--- config.mk ---
export PLATFORM = sky130hd
export DESIGN_NAME = game_tick_sched
export DESIGN_NICKNAME = d
export VERILOG_FILES = /design/src/rtl/game_tick_sched.sv
export SDC_FILE = /design/constraint.sdc
export NUM_CORES = 1
export LEC_CHECK = 0
export BUFFER_PORTS_ARGS = -buffer_cell sky130_fd_sc_hd__buf_2
export CAP_MARGIN = 20
export CORE_ASPECT_RATIO = 1.2
export CORE_UTILIZATION = 59
export CTS_CLUSTER_SIZE = 16
export DETAILED_ROUTE_END_ITERATION = 10
export HOLD_SLACK_MARGIN = 0.1
export PLACE_DENSITY = 0.78
export RECOVER_POWER = 25
export SLEW_MARGIN = 40
export SYNTH_ARGS = -nofsm -noshare
export SYNTH_HDL_FRONTEND = slang
export SYNTH_SLANG_ARGS = --single-unit
--- constraint.sdc ---
create_clock -name clk -period 4.9 [get_ports clk]
set_input_delay 0.735 -clock clk [delete_from_list [all_inputs] [get_ports clk]]
set_output_delay 0.735 -clock clk [all_outputs]
set_load 0.1 [all_outputs]
--- src/rtl/game_tick_sched.sv ---
// game_tick_sched: phase-aligned enable strobes for invader, player, shot and charge channels
module game_tick_sched #(
  parameter int CNT_W         = 27,
  parameter int INV_BASE      = 738281,
  parameter int LVL_STEP      = 65536,
  parameter int INV_MIN       = 131072,
  parameter int PLAYER_PERIOD = 184570,
  parameter int SHOT_PERIOD   = 92285,
  parameter int CHARGE_PERIOD = 23625000
) (
  input  logic             clk,
  input  logic             rst,
  input  logic             run,
  input  logic             lvl_start,
  input  logic [2:0]       level,
  output logic             inv_tick,
  output logic             player_tick,
  output logic             shot_tick,
  output logic             charge_tick,
  output logic [CNT_W-1:0] inv_period,
  output logic [1:0]       state
);
  typedef enum logic [1:0] {IDLE, LOAD, RUN, PAUSE} state_t;
  localparam int PW = CNT_W + 3;
  state_t cur, nxt;
  logic [PW-1:0] prod, base;
  logic [CNT_W-1:0] new_period;
  logic [CNT_W-1:0] cnt [4];
  logic [CNT_W-1:0] per [4];
  logic [3:0] tick;
  assign prod = PW'(level) * PW'(LVL_STEP);
  assign base = PW'(INV_BASE);
  // Underflow and sub-floor results both collapse to the floor period
  assign new_period = (prod > base || base - prod < PW'(INV_MIN)) ? CNT_W'(INV_MIN) : CNT_W'(base - prod);
  assign per[0] = CNT_W'(CHARGE_PERIOD);
  assign per[1] = CNT_W'(SHOT_PERIOD);
  assign per[2] = CNT_W'(PLAYER_PERIOD);
  assign per[3] = inv_period;
  always_comb begin
    nxt = lvl_start ? LOAD : (cur == IDLE) ? IDLE : run ? RUN : PAUSE;
  end
  // lvl_start clears immediately so no stale tick shows during the LOAD cycle
  always_ff @(posedge clk or posedge rst) begin
    if (rst) begin
      cur <= IDLE;
      inv_period <= CNT_W'(INV_BASE);
      tick <= '0;
      for (int i = 0; i < 4; i++) cnt[i] <= '0;
    end else begin
      cur <= nxt;
      if (cur == LOAD) inv_period <= new_period;
      for (int i = 0; i < 4; i++) begin
        if (lvl_start || cur == LOAD) begin
          cnt[i] <= '0;
          tick[i] <= 1'b0;
        end else if (cur == RUN) begin
          cnt[i] <= (cnt[i] == per[i] - CNT_W'(1)) ? '0 : cnt[i] + CNT_W'(1);
          tick[i] <= cnt[i] == per[i] - CNT_W'(1);
        end else begin
          tick[i] <= 1'b0;
        end
      end
    end
  end
  assign {inv_tick, player_tick, shot_tick, charge_tick} = tick;
  assign state = cur;
endmodule

### After elaboration in Yosys (flattened, before gate mapping)

Cells that the tools add are included.

* add/subtract/negate cells: 6
* div/mod/pow operators: 0
* reduce and logical (&&, ||, !) cells: 4
* $mul: 0
* $lt $le $gt $ge: 2
* shift operators: 0
* bitwise operators: 0
* multiplexer cells: 24
* equality and inequality tests: 6

Operator list (count)
* $mux 27: 13
* $add 27x1->27 const B: 4
* $lt 30x18->1 const B: 1
* $eq 27x17->1 const B: 1
* $eq 27x18->1 const B: 1
* $eq 27x25->1 const B: 1
* $eq 27x27->1: 1
* $sub 27x1->27 const B: 1
* $sub 20x19->21 const A: 1
* $gt 19x20->1 const B: 1
* $mux 1: 9
* $mux 2: 2
* $eq 2x1->1 const B: 1
* $eq 2x2->1 const B: 1
* $logic_not 2->1: 1
* $logic_or 1x1->1: 2
* $reduce_bool 2->1: 1

* memories: 0
* register bits: 141
* bits in writable memories: 0
* bits in latches: 0
* input bits: 7
* ROM bits: 0

### Logic depth before layout (Yosys ltp)

Gate-level depths: netlist (run 1).

* word-level depth: 5
* depth in mapped cells: 9

### Worst setup path before layout (run 1)

No wires, ideal clock.

* path kind: register to register
* from: reg inv_period[18]
* to: reg cnt[10] in the netlist's numbering
* buffers on the path: 2
* required time: 4.781 ns
* path slack: 2.516 ns
* stages on the path, launching flop included: 8
* data arrival time: 2.265 ns
* library setup time: 0.119 ns
* path through: dfrtp_1 > xnor2_1 > nand4_1 > or4_1 > clkbuf_1 > o21ai_4 > buf_6 > nor2_1

* word-level cells in the longest chain between the ends: 5

Ends and longest elaborated chain
* start, declared: RTL line 20 `output logic [CNT_W-1:0] inv_period,`
* start signal, assigned: RTL line 46 `inv_period <= CNT_W'(INV_BASE);`
* start signal, assigned: RTL line 51 `if (cur == LOAD) inv_period <= new_period;`
* $sub 27x1->27: RTL line 57 `cnt[i] <= (cnt[i] == per[i] - CNT_W'(1)) ? '0 : cnt[i] + CNT_W'(1);`
* $eq 27x27->1: RTL line 57
* $mux 27: RTL line 57
* $mux 27: RTL line 56 `end else if (cur == RUN) begin`
* $mux 27: RTL line 53 `if (lvl_start || cur == LOAD) begin`
* end signal, assigned by index: RTL line 57
* end, declared: RTL line 28 `logic [CNT_W-1:0] cnt [4];`

Every way passes these cells. The select of a mux whose other input is x is not followed.
A chain may end at the register's enable or synchronous reset.

==> results by group, run 1 <==
Cells and area
  • Area grow syn2layout: 11.4%
  • Reg area: 2960 um2
  • Ant. Diodes: 0
  • Area of the multi-input gates: 3130 um2
  • Fillers: 778
  • Nets: between 700 and 800
  • Layout cell share with drive strength beyond 1: 9.69%

Clock tree
  • CTS tree: done
  • Worst-Skew Late Latency: approximately 0.42 ns
  • Postcts setup bufs: 0
  • Inserted Clock Buffers: 17
  • Clock-pin slew on the worst setup and hold paths: approximately 0.05 ns
  • CTS sink count: 118
  • Clock buffer depth: 2
  • Root Buffer Master: clkbuf_16
  • Post-cts hold buffer count: 0
  • CTS resizes: 0
  • CTS HTree Levels: 4

Detailed routing
  • Met3 WL: approximately 660 um
  • DR DRC count: 0
  • Pre-antenna DRT Iters: 4
  • Routed vias/inst: 6.05
  • Vias: 5088
  • Met2 WL: ~7200 um
  • Wire per inst: around 17 um
  • Number of nets still failing antenna checks after routing: 0
  • Final WL: 14000 um
  • Max Used Layer: met4
  • 1st-iter DRT viols: ~330
  • WL met1: 6040 um

Yosys
  • Main flop type after synthesis: dfrtp_1
  • Leading area contributor after synthesis: dfrtp_1
  • Most common library cells after synthesis: 130 x nor2_1, 115 x dfrtp_1, 65 x xnor2_1, 47 x nand2_1, 33 x xor2_1
  • Synth warn: 0
  • Syn Inst Count: roughly 690
  • Seq/Total Area, Yosys: between 40% and 50%
  • Post-synthesis cell type count: between 50 and 60
  • Most frequent cell after synthesis: nor2_1
  • #FFs+latches synth: about 120
  • Mean Syn Cell Area: roughly 9.3 um2
  • Ys async rst share: 100%
  • Mapped Area: between 6000 and 7000 um2
  • Post-synth EDFFs: 0
  • Top-area cell type share of the netlist area: a little under half
  • Top post-synthesis cells by area: dfrtp_1 45%, xnor2_1 8.9%, nor2_1 7.6%

Timing
  • Setup TNS: 0 ns
  • Max_slew headroom: -105%
  • Measured slew at the worst slew-check pin: 3.07 ns
  • Final number of max-transition violations: 84
  • RSZ-0062 raised after global routing: false
  • Final hold vios: 0
  • Final Setup Violations: 0
  • Minimum clock period: 3.17 ns
  • Fin Hold WS: approximately 0.46 ns
  • Tcrit/Tclk final: between 60 and 70%
  • Final Skew: approximately 0.008 ns
  • Max Fclk: 316 MHz

Floorplanning
  • Die width: 97.0 um
  • Cell row count: 41
  • Starting Density: between 60% and 70%
  • DIE AREA: 11200 um2
  • Die height: 116 um
  • # IOs: 40
  • Core area: between 10000 and 15000 um2

Setup path
  • Worst path cell trace: buf_2 -> inv_1
  • Worst path slowest cell: inv_1
  • WP data arrival: about 3 ns
  • Crit end category: async pin
  • Crit-path max cell delay: approximately 2.1 ns
  • Startpoint types: input pin
  • Crit path max fanout: between 80 and 90
  • Worst EP required: approximately 4.7 ns
  • Buf+Inv Stages, Crit Path: 2
  • Setup CP Type: input pin to async pin
  • CP delay by family, top: buffers and inverters

GRT
  • Total congestion overflow: 0
  • GRT Total Usage: 26.2%
  • Global-route wire length before repair: about 24000 um
  • Largest net degree at the start of global routing: 84
  • Number of global-route vias before repair: 4967
  • Initial antenna violation count: 0

Hold path
  • Min-delay worst type: input pin to register

Power
  • Leakage power: about 2.8 nW
  • Worst VDD drop: 0.245 mV
  • Power per Cell Area: 371 nW/um2
  • Design Power: around 2.6 mW

Status
  • Status: finished with violations
  • Failing checks: capacitance limit, slew limit

Placement
  • Detailed placement HPWL: between 8000 and 9000 um
  • Final GP Congestion: between 0.8 and 0.9
  • PortBufs: 16

Flow run
  • Max-cap violations: 1
==> routing by layer <==
metal,GRT usage [%],vias to the layer above
li1,-,2351
met2,44.7,177
met4,10.0,0
met3,6.39,23
met5,0,-
met1,32.5,2537
==> power breakdown <==
part	switching (mW)	leakage, nW	internal (mW)
sequential	0.0103	1.63	0.986
combinational	0.192	0.796	0.0228
clock	0.448	0.333	0.978
total	0.651	2.76	1.99
==> cells by family after synthesis <==
logic type | synth area share (%)
AO/OA/AOI/OAI | 5.60
XOR/XNOR | 13.4
adder cells (fa/ha/maj) | 1.37
buffers and inverters | 6.19
flip-flops | 46.3
multiplexers | 0.509
other | 0.118
AND/OR/NAND/NOR | 26.5
==> registers in the layout, indices dropped and copies added (netlist names) <==
| signal | flops |
|---|---|
| cnt | 108 |
| inv_period | 4 |
| tick | 4 |
| state | 2 |
==> cell type report <==
class | instances | area share [%]
Timing Repair Buffer | 20 | 1.49
Tap cell | 129 | 2.27
Inverter | 22 | 1.16
Sequential cell | 118 | 41.6
Clock buffer | 19 | 6.37
Multi-Input combinational cell | 520 | 44.0
Clock inverter | 13 | 3.17
==> path summary, 6_finish.rpt <==
check,startpoint,to,slack [ns],cells after the start
min,level[0],inv_period[16]$_DFFE_PP1P_,0.46,2
min in group asynchronous,rst,tick[1]$_DFF_PP0_,1.43,2
max,rst,cnt[19]$_DFFE_PP0P_,1.73,2
max reg2reg,state[0]$_DFF_PP0_,cnt[76]$_DFFE_PP0P_,2.25,5
max in group clk,state[0]$_DFF_PP0_,cnt[76]$_DFFE_PP0P_,2.25,5
min reg2reg,cnt[75]$_DFFE_PP0P_,cnt[75]$_DFFE_PP0P_,0.52,1
==> cell usage in the layout, fill, tap and decap left out, drive strengths merged, types with 2 or more instances in the layout <==
cell,count
nor2,130
dfrtp,115
xnor2,65
nand2,48
nand4,33
xor2,33
nor3,32
nand3,30
conb,23
inv,23
clkbuf,21
nor4,19
buf,18
o21ai,18
nor4b,9
and4,9
and3,7
ha,7
a21oi,6
bufinv,6
a31oi,5
or4,5
clkinv,5
o2111ai,4
nand2b,3
nor3b,3
o211ai,3
dfstp,3
or3,2
nor2b,2
o31a,2
or4b,2
nor4bb,2
a21o,2
a211oi,2
mux2,2
or2,2
==> metrics by stage <==
stage | instances | setup WS [ns] | instance area (um2) | util [%]
after floorplan | 706 | 1.04 | 6470 | -
after detailed placement | 808 | 2.36 | 6430 | 61.2
after global routing | 841 | 1.10 | 7120 | 67.7
after CTS | 840 | 2.30 | 7110 | 67.6
after global placement | 808 | 2.32 | 6420 | 61.1
final | 841 | 1.73 | 7120 | 67.7
No activity file was read; power rests on OpenSTA's default activity.
==> inputs of run 2 (changes only) <==
ABC_AREA = 1   (was unset)
CORE_UTILIZATION = 56   (was 59)
PLACE_DENSITY = 0.77   (was 0.78)
clock period = 2.8 ns   (was 4.9 ns; I/O delays follow)
==> run 2 against run 1 <==
Net effect: the flow now finishes without violations; clock power up 66%; synthesized cell count rose by 70%; die area rose by 27%; global-route usage grew 1.1 points; register-to-register slack got worse by 1.6 ns; via count is 42% higher; clock skew is 0.0048 ns higher; utilization shrank 3.5 points; final cell count is 63% higher.
==> results by group, run 2 <==
Timing
  • Final hold vios: 0
  • Max_slew headroom: approximately two fifths
  • Final Skew: 0.0129 ns
  • Measured slew at the worst slew-check pin: 0.875 ns
  • RSZ-0062 raised after global routing: false
  • Fin Hold WS: ~0.15 ns
  • Tcrit/Tclk final: 78.3%
  • Max Fclk: roughly 460 MHz
  • Setup TNS: 0 ns
  • Final Setup Violations: 0
  • Minimum clock period: 2.19 ns
  • Final number of max-transition violations: 0

Power
  • Sequential Power Share: a little under two fifths
  • Comb pwr share: 9.7%
  • Cell Int Power: 3.34 mW
  • Worst VDD drop: 0.608 mV
  • Leakage power: approximately 3.7 nW
  • Clock power frac: ~52%
  • Net switching power: ~1.2 mW
  • Sw frac: about a quarter
  • Power per Cell Area: approximately 530 nW/um2

Yosys
  • Most common library cells after synthesis: 332 x nand2_1, 250 x nor2_1, 137 x inv_1, 115 x dfrtp_1, 98 x nand3_1
  • Mean Syn Cell Area: approximately 6.7 um2
  • Simple-gate share of the synthesized area: a little over two fifths
  • Synth warn: 0
  • Top-area cell type share of the netlist area: a little under two fifths
  • Synth Area in Adders: under 10%
  • Mapped Area: roughly 7700 um2
  • Syn Inst Count: roughly 1.2k
  • Post-synthesis cell type count: 34
  • Leading area contributor after synthesis: dfrtp_1
  • XOR/XNOR share of the synthesized area: 4.87%
  • Seq/Total Area, Yosys: a little under two fifths
  • Top post-synthesis cells by area: dfrtp_1 37%, nand2_1 16%, nor2_1 12%
  • Complex-gate fraction of the synthesized area: 3.01%
  • Largest family of logic cells by synthesized area: simple AND/OR/NAND/NOR gates
  • Ys async rst share: 100%
  • Post-synthesis mux area share: 0%
  • Most frequent cell after synthesis: nand2_1
  • Post-synth EDFFs: 0
  • Main flop type after synthesis: dfrtp_1
  • #FFs+latches synth: around 120

Clock tree
  • Clock-pin slew on the worst setup and hold paths: around 0.06 ns
  • CTS sink count: between 100 and 150
  • Clock buffer depth: 2
  • CTS HTree Levels: 4
  • Root Buffer Master: clkbuf_16
  • CTS tree: done
  • Worst-Skew Late Latency: roughly 0.43 ns
  • CTS resizes: 0
  • Inserted Clock Buffers: 17

Floorplanning
  • Die width: 109 um
  • Starting Density: about 58%
  • Die height: 131 um
  • # IOs: 40
  • Core area: roughly 13000 um2
  • DIE AREA: about 14000 um2
  • Cell row count: 46

Detailed routing
  • Pre-antenna DRT Iters: 8
  • DR DRC count: 0
  • Number of nets still failing antenna checks after routing: 0
  • Vias: ~7.2k
  • Routed vias/inst: 5.27
  • 1st-iter DRT viols: approximately 570
  • Final WL: 18100 um
  • Wire per inst: ~13 um

Setup path
  • Worst setup startpoint: state[0]$_DFF_PP0_
  • Startpoint types: register
  • Setup CP Type: register to register
  • Worst Setup EP: cnt[51]$_DFFE_PP0P_
  • R2r startpoint: state[0]$_DFF_PP0_
  • R2R Setup Slk: approximately 0.61 ns
  • CP delay by family, top: simple AND/OR/NAND/NOR gates
  • Crit path max fanout: 29
  • Worst EP required: approximately 3.2 ns
  • Crit-path max cell delay: about 0.43 ns
  • Worst path slowest cell: dfrtp_1
  • Worst Reg2Reg Path Length in Cells: 11
  • Buf+Inv Stages, Crit Path: 3
  • Worst path cell trace: clkinv_1 -> nor2_1 -> nor2_4 -> nand2_2 -> buf_12 -> nand2_1 -> nor2_1 -> nand2_1 -> nand2_1 -> inv_1 -> nor2_1
  • Critical path depth: 11
  • Crit end category: register
  • WP data arrival: ~2.6 ns
  • R2r endpoint: cnt[51]$_DFFE_PP0P_

GRT
  • Global-route wire length before repair: 30400 um
  • Met1 global-route usage: between 30% and 40%
  • Initial antenna violation count: 0
  • Largest net degree at the start of global routing: 51
  • GR peak layer: met2
  • Total congestion overflow: 0
  • GRT Total Usage: 27.3%
  • Met3 usage: 5.56%
  • Met2 GRT Util: 46.7%
  • Number of global-route vias before repair: 6616

Cells and area
  • Max reg flops: between 100 and 150
  • Top reg by flops: cnt
  • Most common cell after layout, fill and taps aside: nand2_1
  • Largest regs: cnt: 108 flops, inv_period: 4 flops, tick: 4 flops
  • Commonest cells after routing, fill and taps aside: 332 x nand2_1, 251 x nor2_1, 137 x inv_1, 115 x dfrtp_1, 98 x nand3_1
  • Ant. Diodes: 0
  • Area grow syn2layout: 10.8%
  • Layout cell share with drive strength beyond 1: 7.00%
  • Finished Cell Area: roughly 8600 um2
  • Nets: 1201

Placement
  • PortBufs: 16
  • Area post-placement: ~7900 um2
  • Final GP Congestion: approximately 0.94
  • Detailed placement HPWL: approximately 13000 um

Hold path
  • Min-delay worst type: input pin to register

Status
  • Status: completed

Flow run
  • Max-cap violations: 0
run 2: area by class of cell:
type	instances	area (um2)
well taps	168	210
multi-input cells	882	4010
repair buffers	26	209
fillers	1191	4790
inverters	142	534
clock buffers	20	467
flip-flops and latches	118	2960
clock inverters	12	175
run 2: metal layers:
layer / part of all wire, % / up-vias
met5: 0 / -
li1: - / 3626
met2: 49 / 202
met3: 4.8 / 44
met4: 2.5 / 0
met1: 43 / 3343
run 2: repair_timing:
action / 4_1_cts / 5_1_grt
setup buffers: 0 / 0
hold buffers: 0 / 1
hold endpoints to repair: 0 / 11
run 2: worst min-delay path by stage:
stage	to	from	cells past startpoint	slack [ns]
floorplan	cnt[78]$_DFFE_PP0P_	cnt[78]$_DFFE_PP0P_	2	0.47
global placement	cnt[78]$_DFFE_PP0P_	cnt[78]$_DFFE_PP0P_	2	0.49
detailed placement	inv_period[16]$_DFFE_PP1P_	inv_period[16]$_DFFE_PP1P_	2	0.51
CTS	cnt[46]$_DFFE_PP0P_	rst	2	0.16
global route	inv_period[16]$_DFFE_PP1P_	level[0]	2	0.17
finish	inv_period[16]$_DFFE_PP1P_	level[0]	2	0.15
run 2: power by group through the flow:
stage	clock network, mW	registers, mW	logic (mW)
finish	2.37	1.74	0.440
global route	2.46	1.74	0.472
CTS	2.38	1.74	0.442
detailed placement	0	1.77	0.441
global placement	0	1.77	0.439
floorplan	0	1.85	0.320
run 2: logic make-up after synthesis:
kind of cell               count (synthesis)
AOI/OAI and AO/OA                         44
other                                      2
buffers and inverters                    183
and+or+nand+nor                          765
DFF                                      118
xor gates and xnor gates                  43
adders and majority gates                  7
run 2: metrics by stage:
| stage | power, mW | worst slack, ns | util [%] | cells |
|---|---|---|---|---|
| floorplan | 2.17 | 0.632 | - | 1183 |
| global placement | 2.21 | 0.826 | 59.3 | 1334 |
| detailed placement | 2.21 | 0.759 | 59.3 | 1334 |
| global route | 4.67 | 0.443 | 64.1 | 1368 |
| CTS | 4.56 | 0.724 | 64.1 | 1366 |
| finish | 4.54 | 0.606 | 64.1 | 1368 |
